### src/rtl/uart_rx_param.sv
// Parametrised UART receiver: 16x oversampling, 3-sample majority vote,
// false-start rejection and break/idle re-arm.
module uart_rx_param #(
    parameter int CLK_FREQ  = 50_000_000,
    parameter int DATA_W    = 8,
    parameter int PARITY    = 1,
    parameter int STOP_BITS = 1
) (
    input  logic              Clk,
    input  logic              reset,
    input  logic              RxD,
    input  logic              Rx_EN,
    input  logic [2:0]        baud_select,
    output logic [DATA_W-1:0] Rx_DATA,
    output logic              Rx_VALID,
    output logic              Rx_PERROR,
    output logic              Rx_FERROR,
    output logic              Rx_BUSY
);

    typedef enum logic [2:0] {
        IDLE, START, DATA, PAR, STOP, WAIT_HI
    } state_t;

    function automatic int div_of(input int baud);
        return (CLK_FREQ + 8 * baud) / (16 * baud);
    endfunction

    localparam int CW = $clog2(div_of(300) + 1);

    state_t            state_q, state_d;
    logic              sync_q, rxs_q, rxs_prev_q;
    logic [2:0]        baud_q, baud_d;
    logic [CW-1:0]     div_cnt_q, div_cnt_d, div_m1;
    logic [3:0]        tick_cnt_q, tick_cnt_d;
    logic [3:0]        bit_cnt_q, bit_cnt_d;
    logic              s7_q, s7_d, s8_q, s8_d;
    logic [DATA_W-1:0] sh_q, sh_d, data_q, data_d;
    logic              par_q, par_d, serr_q, serr_d;
    logic              valid_q, valid_d;
    logic              perr_q, perr_d;
    logic              ferr_q, ferr_d;
    logic              tick, dec, maj, fall, start_det;
    logic              last_data, last_stop, frame_end, exp_par;

    always_comb begin
        case (baud_q)
            3'd0:    div_m1 = CW'(div_of(300) - 1);
            3'd1:    div_m1 = CW'(div_of(1200) - 1);
            3'd2:    div_m1 = CW'(div_of(4800) - 1);
            3'd3:    div_m1 = CW'(div_of(9600) - 1);
            3'd4:    div_m1 = CW'(div_of(19200) - 1);
            3'd5:    div_m1 = CW'(div_of(38400) - 1);
            3'd6:    div_m1 = CW'(div_of(57600) - 1);
            default: div_m1 = CW'(div_of(115200) - 1);
        endcase
    end

    assign tick      = (div_cnt_q == div_m1);
    assign dec       = tick && (tick_cnt_q == 4'd9);
    assign maj       = (s7_q & s8_q) | (s7_q & rxs_q) | (s8_q & rxs_q);
    assign fall      = rxs_prev_q & ~rxs_q;
    assign start_det = Rx_EN && (state_q == IDLE) && fall;
    assign last_data = (bit_cnt_q == 4'(DATA_W - 1));
    assign last_stop = (bit_cnt_q == 4'(STOP_BITS - 1));

    always_ff @(posedge Clk or negedge reset) begin
        if (!reset) begin
            state_q <= IDLE;
        end else begin
            state_q <= state_d;
        end
    end

    always_comb begin
        state_d = state_q;
        if (!Rx_EN) begin
            state_d = IDLE;
        end else begin
            case (state_q)
                IDLE:    if (start_det) state_d = START;
                START:   if (dec) state_d = maj ? IDLE : DATA;
                DATA:    if (dec && last_data)
                             state_d = (PARITY != 0) ? PAR : STOP;
                PAR:     if (dec) state_d = STOP;
                STOP:    if (dec && last_stop)
                             state_d = rxs_q ? IDLE : WAIT_HI;
                WAIT_HI: if (tick && rxs_q && tick_cnt_q == 4'd15)
                             state_d = IDLE;
                default: state_d = IDLE;
            endcase
        end
    end

    always_comb begin
        Rx_BUSY   = (state_q == START) || (state_q == DATA) ||
                    (state_q == PAR)   || (state_q == STOP);
        frame_end = Rx_EN && (state_q == STOP) && dec && last_stop;
        exp_par   = (PARITY == 2) ? ~^sh_q : ^sh_q;
        perr_d    = frame_end && (PARITY != 0) && (par_q != exp_par);
        ferr_d    = frame_end && (serr_q || !maj);
        valid_d   = frame_end && !perr_d && !ferr_d;
        data_d    = valid_d ? sh_q : data_q;
    end

    always_comb begin
        baud_d     = baud_q;
        div_cnt_d  = tick ? '0 : div_cnt_q + 1'b1;
        tick_cnt_d = tick ? tick_cnt_q + 1'b1 : tick_cnt_q;
        bit_cnt_d  = bit_cnt_q;
        s7_d       = (tick && tick_cnt_q == 4'd7) ? rxs_q : s7_q;
        s8_d       = (tick && tick_cnt_q == 4'd8) ? rxs_q : s8_q;
        sh_d       = sh_q;
        par_d      = par_q;
        serr_d     = serr_q;
        // a full bit time of continuous high is needed to leave WAIT_HI
        if (state_q == WAIT_HI && !rxs_q) tick_cnt_d = '0;
        if (dec) begin
            case (state_q)
                DATA: begin
                    sh_d      = {maj, sh_q[DATA_W-1:1]};
                    bit_cnt_d = last_data ? '0 : bit_cnt_q + 1'b1;
                end
                PAR:  par_d = maj;
                STOP: begin
                    bit_cnt_d = bit_cnt_q + 1'b1;
                    if (!maj) serr_d = 1'b1;
                end
                default: ;
            endcase
        end
        if (start_det) begin
            baud_d     = baud_select;
            div_cnt_d  = '0;
            tick_cnt_d = '0;
            bit_cnt_d  = '0;
            serr_d     = 1'b0;
        end
    end

    always_ff @(posedge Clk or negedge reset) begin
        if (!reset) begin
            sync_q     <= 1'b1;
            rxs_q      <= 1'b1;
            rxs_prev_q <= 1'b1;
            baud_q     <= '0;
            div_cnt_q  <= '0;
            tick_cnt_q <= '0;
            bit_cnt_q  <= '0;
            s7_q       <= 1'b1;
            s8_q       <= 1'b1;
            sh_q       <= '0;
            par_q      <= 1'b0;
            serr_q     <= 1'b0;
            data_q     <= '0;
            valid_q    <= 1'b0;
            perr_q     <= 1'b0;
            ferr_q     <= 1'b0;
        end else begin
            sync_q     <= RxD;
            rxs_q      <= sync_q;
            rxs_prev_q <= rxs_q;
            baud_q     <= baud_d;
            div_cnt_q  <= div_cnt_d;
            tick_cnt_q <= tick_cnt_d;
            bit_cnt_q  <= bit_cnt_d;
            s7_q       <= s7_d;
            s8_q       <= s8_d;
            sh_q       <= sh_d;
            par_q      <= par_d;
            serr_q     <= serr_d;
            data_q     <= data_d;
            valid_q    <= valid_d;
            perr_q     <= perr_d;
            ferr_q     <= ferr_d;
        end
    end

    assign Rx_DATA   = data_q;
    assign Rx_VALID  = valid_q;
    assign Rx_PERROR = perr_q;
    assign Rx_FERROR = ferr_q;

endmodule

### config.mk
export PLATFORM = sky130hd
export DESIGN_NAME = uart_rx_param
export DESIGN_NICKNAME = d
export VERILOG_FILES = /design/src/rtl/uart_rx_param.sv
export SDC_FILE = /design/constraint.sdc
export NUM_CORES = 1
export LEC_CHECK = 0
export CAP_MARGIN = 10
export CORE_UTILIZATION = 30
export DETAILED_ROUTE_END_ITERATION = 10
export HOLD_SLACK_MARGIN = 0.1
export PLACE_DENSITY = 0.47
export SYNTH_ARGS = -nofsm -noshare
export SYNTH_HDL_FRONTEND = slang
export SYNTH_SLANG_ARGS = --single-unit
### constraint.sdc
create_clock -name Clk -period 3 [get_ports Clk]
set_input_delay 0.3 -clock Clk [delete_from_list [all_inputs] [get_ports Clk]]
set_output_delay 0.3 -clock Clk [all_outputs]
set_load 0.01 [all_outputs]
==> impl_metrics.tcl <==
set metrics [dict create \
    n_antenna_cell 0 \
    cpPeakStageDelay_ns 0.66 \
    p_int_mw 1.16 \
    slew-limit-headroom_pct 64.0 \
    area_delta_synth_final_pct 14.5 \
    start_util_pct 31.2 \
    syn_avg_cell_area_um2 10.2 \
    clkPwrFrac_pct 26.0 \
    dr_wl_met3_um 180 \
    worst_pin_slew_ns 0.533 \
    synth_seq_cells 54 \
    grt_overflow_total 0 \
    peakVddDrop_v 0.000183 \
    grt_max_degree 23 \
    synth_flop_cell "dfrtp_1" \
    fin_skew_ns 0.00607 \
    drive_gt1_share_pct 15.6 \
    netSwitchingFraction_pct 32.7 \
    highest_layer "met4" \
    num_io_pins 19 \
    seq_power_share_pct 51.2 \
    fin_crit_ns 2.85 \
    wl_per_cell_um 15.1 \
    synth_edf_count 0 \
    clkLatencyLatePin_ns 0.31 \
    htree_levels 2 \
    worstPathMaxFanout 15 \
    grt_pass1_wl_um 11600 \
    grt_pass1_vias 2291 \
    crit_family "simple AND/OR/NAND/NOR gates" \
    outcome "finished clean" \
    cap_violations 0 \
    worst_slack_ns 0.147 \
    seq_area_frac_synth_pct 44.3 \
    setup_violations 0 \
    cts.sinks 54 \
    coreArea_um2 9820 \
    place.gp.congestion 0.802 \
    io_buffers 18 \
    cts_root_buf "clkbuf_8" \
    vias_per_cell 4.94 \
    die_width_um 103 \
    p_comb_share_pct 22.8 \
    rsz0062_at_grt "false" \
    async_reset_ff_share_pct 100 \
    ys_warn_count 0 \
    first_iter_violations 76 \
    r2r_slack_ns 0.15 \
    finalHoldViolCount 0 \
    worst_ep_arrival_time_ns 3.06 \
    die_area_um2 10600 \
    antenna_left 0 \
    vias 2245 \
    worstPathCellList "or3b_1 -> a221oi_1 -> a21oi_1 -> a311o_1 -> or4_4 -> mux2_4" \
    cts_made_buffers 5 \
    drc_errors 0 \
    netlist_instances 300 \
    dp_hpwl_um 4840 \
    place_ws_ns 0.149 \
    synthesis.nets 313 \
    fmax_mhz 351 \
    syn_area_um2 3060 \
    grtUsageTotal_pct 14.4 \
    clkTransAtPathRegs_ns 0.10 \
    p_leak_nw 1.54 \
    tns_ns 0 \
    power_density_nw_per_um2 492 \
    cp_slowest_cell "or4_4" \
    p_switching_mw 0.565 \
    wl_met2_um 3070 \
    slew_violations 0 \
    critPathLaunchType "register" \
    critPathCaptureType "register" \
    num_rows 36 \
    antenna_found_initial 0 \
    hold_class "reg2reg" \
    period_share_pct 95.1 \
    cts_setup_buffers 0 \
    required_ns 3.20 \
    cts_tree "yes" \
    nets 333 \
    cp_num_buf_inv 0 \
    met1_length_um 3460 \
    crit_type "reg2reg" \
    ys_types 52 \
    wl_um 6870 \
    drtPass1Iterations 4 \
    die-height_um 103 \
    clockBufferDepth 2 \
]
[worst paths after layout]
path / startpoint / to / depth (start not counted)
setup reg to reg: baud_q[1]$_DFFE_PN0P_ / Rx_DATA[1]$_DFFE_PN0P_ / 6
min in group asynchronous: reset / state_q[1]$_DFFE_PN0P_ / 2
max in group asynchronous: reset / s7_q$_DFFE_PN1P_ / 3
setup / recovery: baud_q[1]$_DFFE_PN0P_ / Rx_DATA[1]$_DFFE_PN0P_ / 6
hold / removal: sync_q$_DFF_PN1_ / rxs_q$_DFF_PN1_ / 0
hold reg to reg: sync_q$_DFF_PN1_ / rxs_q$_DFF_PN1_ / 0
[Yosys cell counts, types with 6 or more instances]
cell | n | area, um^2
xor2_1 | 13 | 114
dfrtp_1 | 49 | 1230
clkbuf_1 | 10 | 37.5
nand3b_1 | 7 | 52.6
mux2_4 | 8 | 120
and3_1 | 7 | 43.8
nand3_1 | 15 | 75.1
inv_1 | 8 | 30.0
nand4_1 | 8 | 50.1
nand2b_1 | 6 | 37.5
xnor2_1 | 13 | 114
mux2_2 | 13 | 146
nor2_1 | 23 | 86.3
nor3_1 | 8 | 40.0
ha_1 | 6 | 75.1
o21ai_0 | 10 | 50.1
nand2_1 | 22 | 82.6
[layout by cell type, fill, tap and decap left out, types with 3 or more instances in the layout]
cell type        count
or3_1                4
mux2_2              13
o31ai_1              3
inv_1                8
and3_1               7
nor3b_1              3
dfrtp_1             49
mux2i_1              5
mux2_4               8
buf_4               12
clkbuf_8             6
nor3_1               8
nor2_1              23
xnor2_1             13
dfstp_2              5
nor4b_1              4
ha_1                 6
nand3b_1             7
nand2b_1             6
o21ai_0             10
clkdlybuf4s50_1     17
a21oi_1              5
nand4_1              8
nand2_1             22
nand3_1             15
a211oi_1             3
a31oi_1              4
xor2_1              13
[power groups by stage]
stage,Clock (mW),Combinational (mW),Sequential [mW]
6_report,0.449,0.393,0.885
3_5_place_dp,0,0.392,0.899
2_1_floorplan,0,0.326,0.835
4_1_cts,0.478,0.396,0.886
3_3_place_gp,0,0.393,0.900
5_1_grt,0.501,0.452,0.900
[layer usage]
metal / up-vias / global-route usage, %
li1: 1108 / -
met1: 1091 / 19.8
met2: 33 / 21.9
met3: 13 / 3.12
met4: 0 / 5.63
met5: - / 0
[flip-flops by register name, indices dropped and copies added, names as in the netlist]
signal	flops
rxs_prev_q	1
Rx_VALID	1
sync_q	1
s7_q	1
state_q	3
sh_q	8
bit_cnt_q	4
Rx_DATA	8
par_q	1
rxs_q	1
Rx_PERROR	1
baud_q	3
serr_q	1
tick_cnt_q	4
Rx_FERROR	1
s8_q	1
div_cnt_q	14
[per-stage QoR]
stage / std cells / utilization [%] / hold WS [ns] / area (um^2) / power [mW]
6_report: 454 / 35.7 / 0.364 / 3510 / 1.73
5_1_grt: 454 / 35.7 / 0.367 / 3510 / 1.85
4_1_cts: 454 / 35.7 / 0.365 / 3510 / 1.76
3_5_place_dp: 445 / 34.6 / 0.244 / 3400 / 1.29
3_3_place_gp: 445 / 34.6 / 0.249 / 3400 / 1.29
2_1_floorplan: 300 / - / 0.00441 / 3060 / 1.16
[area by class of cell]
class | instances | area, um^2
Fill cell | 1054 | 6310
Clock buffer | 6 | 82.6
Inverter | 8 | 30.0
Clock inverter | 2 | 16.3
Multi-Input combinational cell | 220 | 1580
Timing Repair Buffer | 31 | 275
Tap cell | 133 | 166
Sequential cell | 54 | 1360
[logic make-up after synthesis]
family	share of synthesized area [%]
AO/OA/AOI/OAI	8.90
adder cells (fa/ha/maj)	2.78
AND/OR/NAND/NOR	21.4
flip-flops	44.3
XOR/XNOR	8.17
multiplexers	10.3
buffers and inverters	4.12
[worst register-to-register path: cells and delay by family (launching register included)]
kind,cells,cell delay [ns]
DFF,1,0.64
and+or+nand+nor,2,1.06
muxes,1,0.34
AOI/OAI and AO/OA,3,0.72
[timing repair]
item,CTS,global route
gates resized for setup,0,0
hold endpoints to repair,11,0
hold buffers,1,0
No activity file was read; power rests on OpenSTA's default activity.
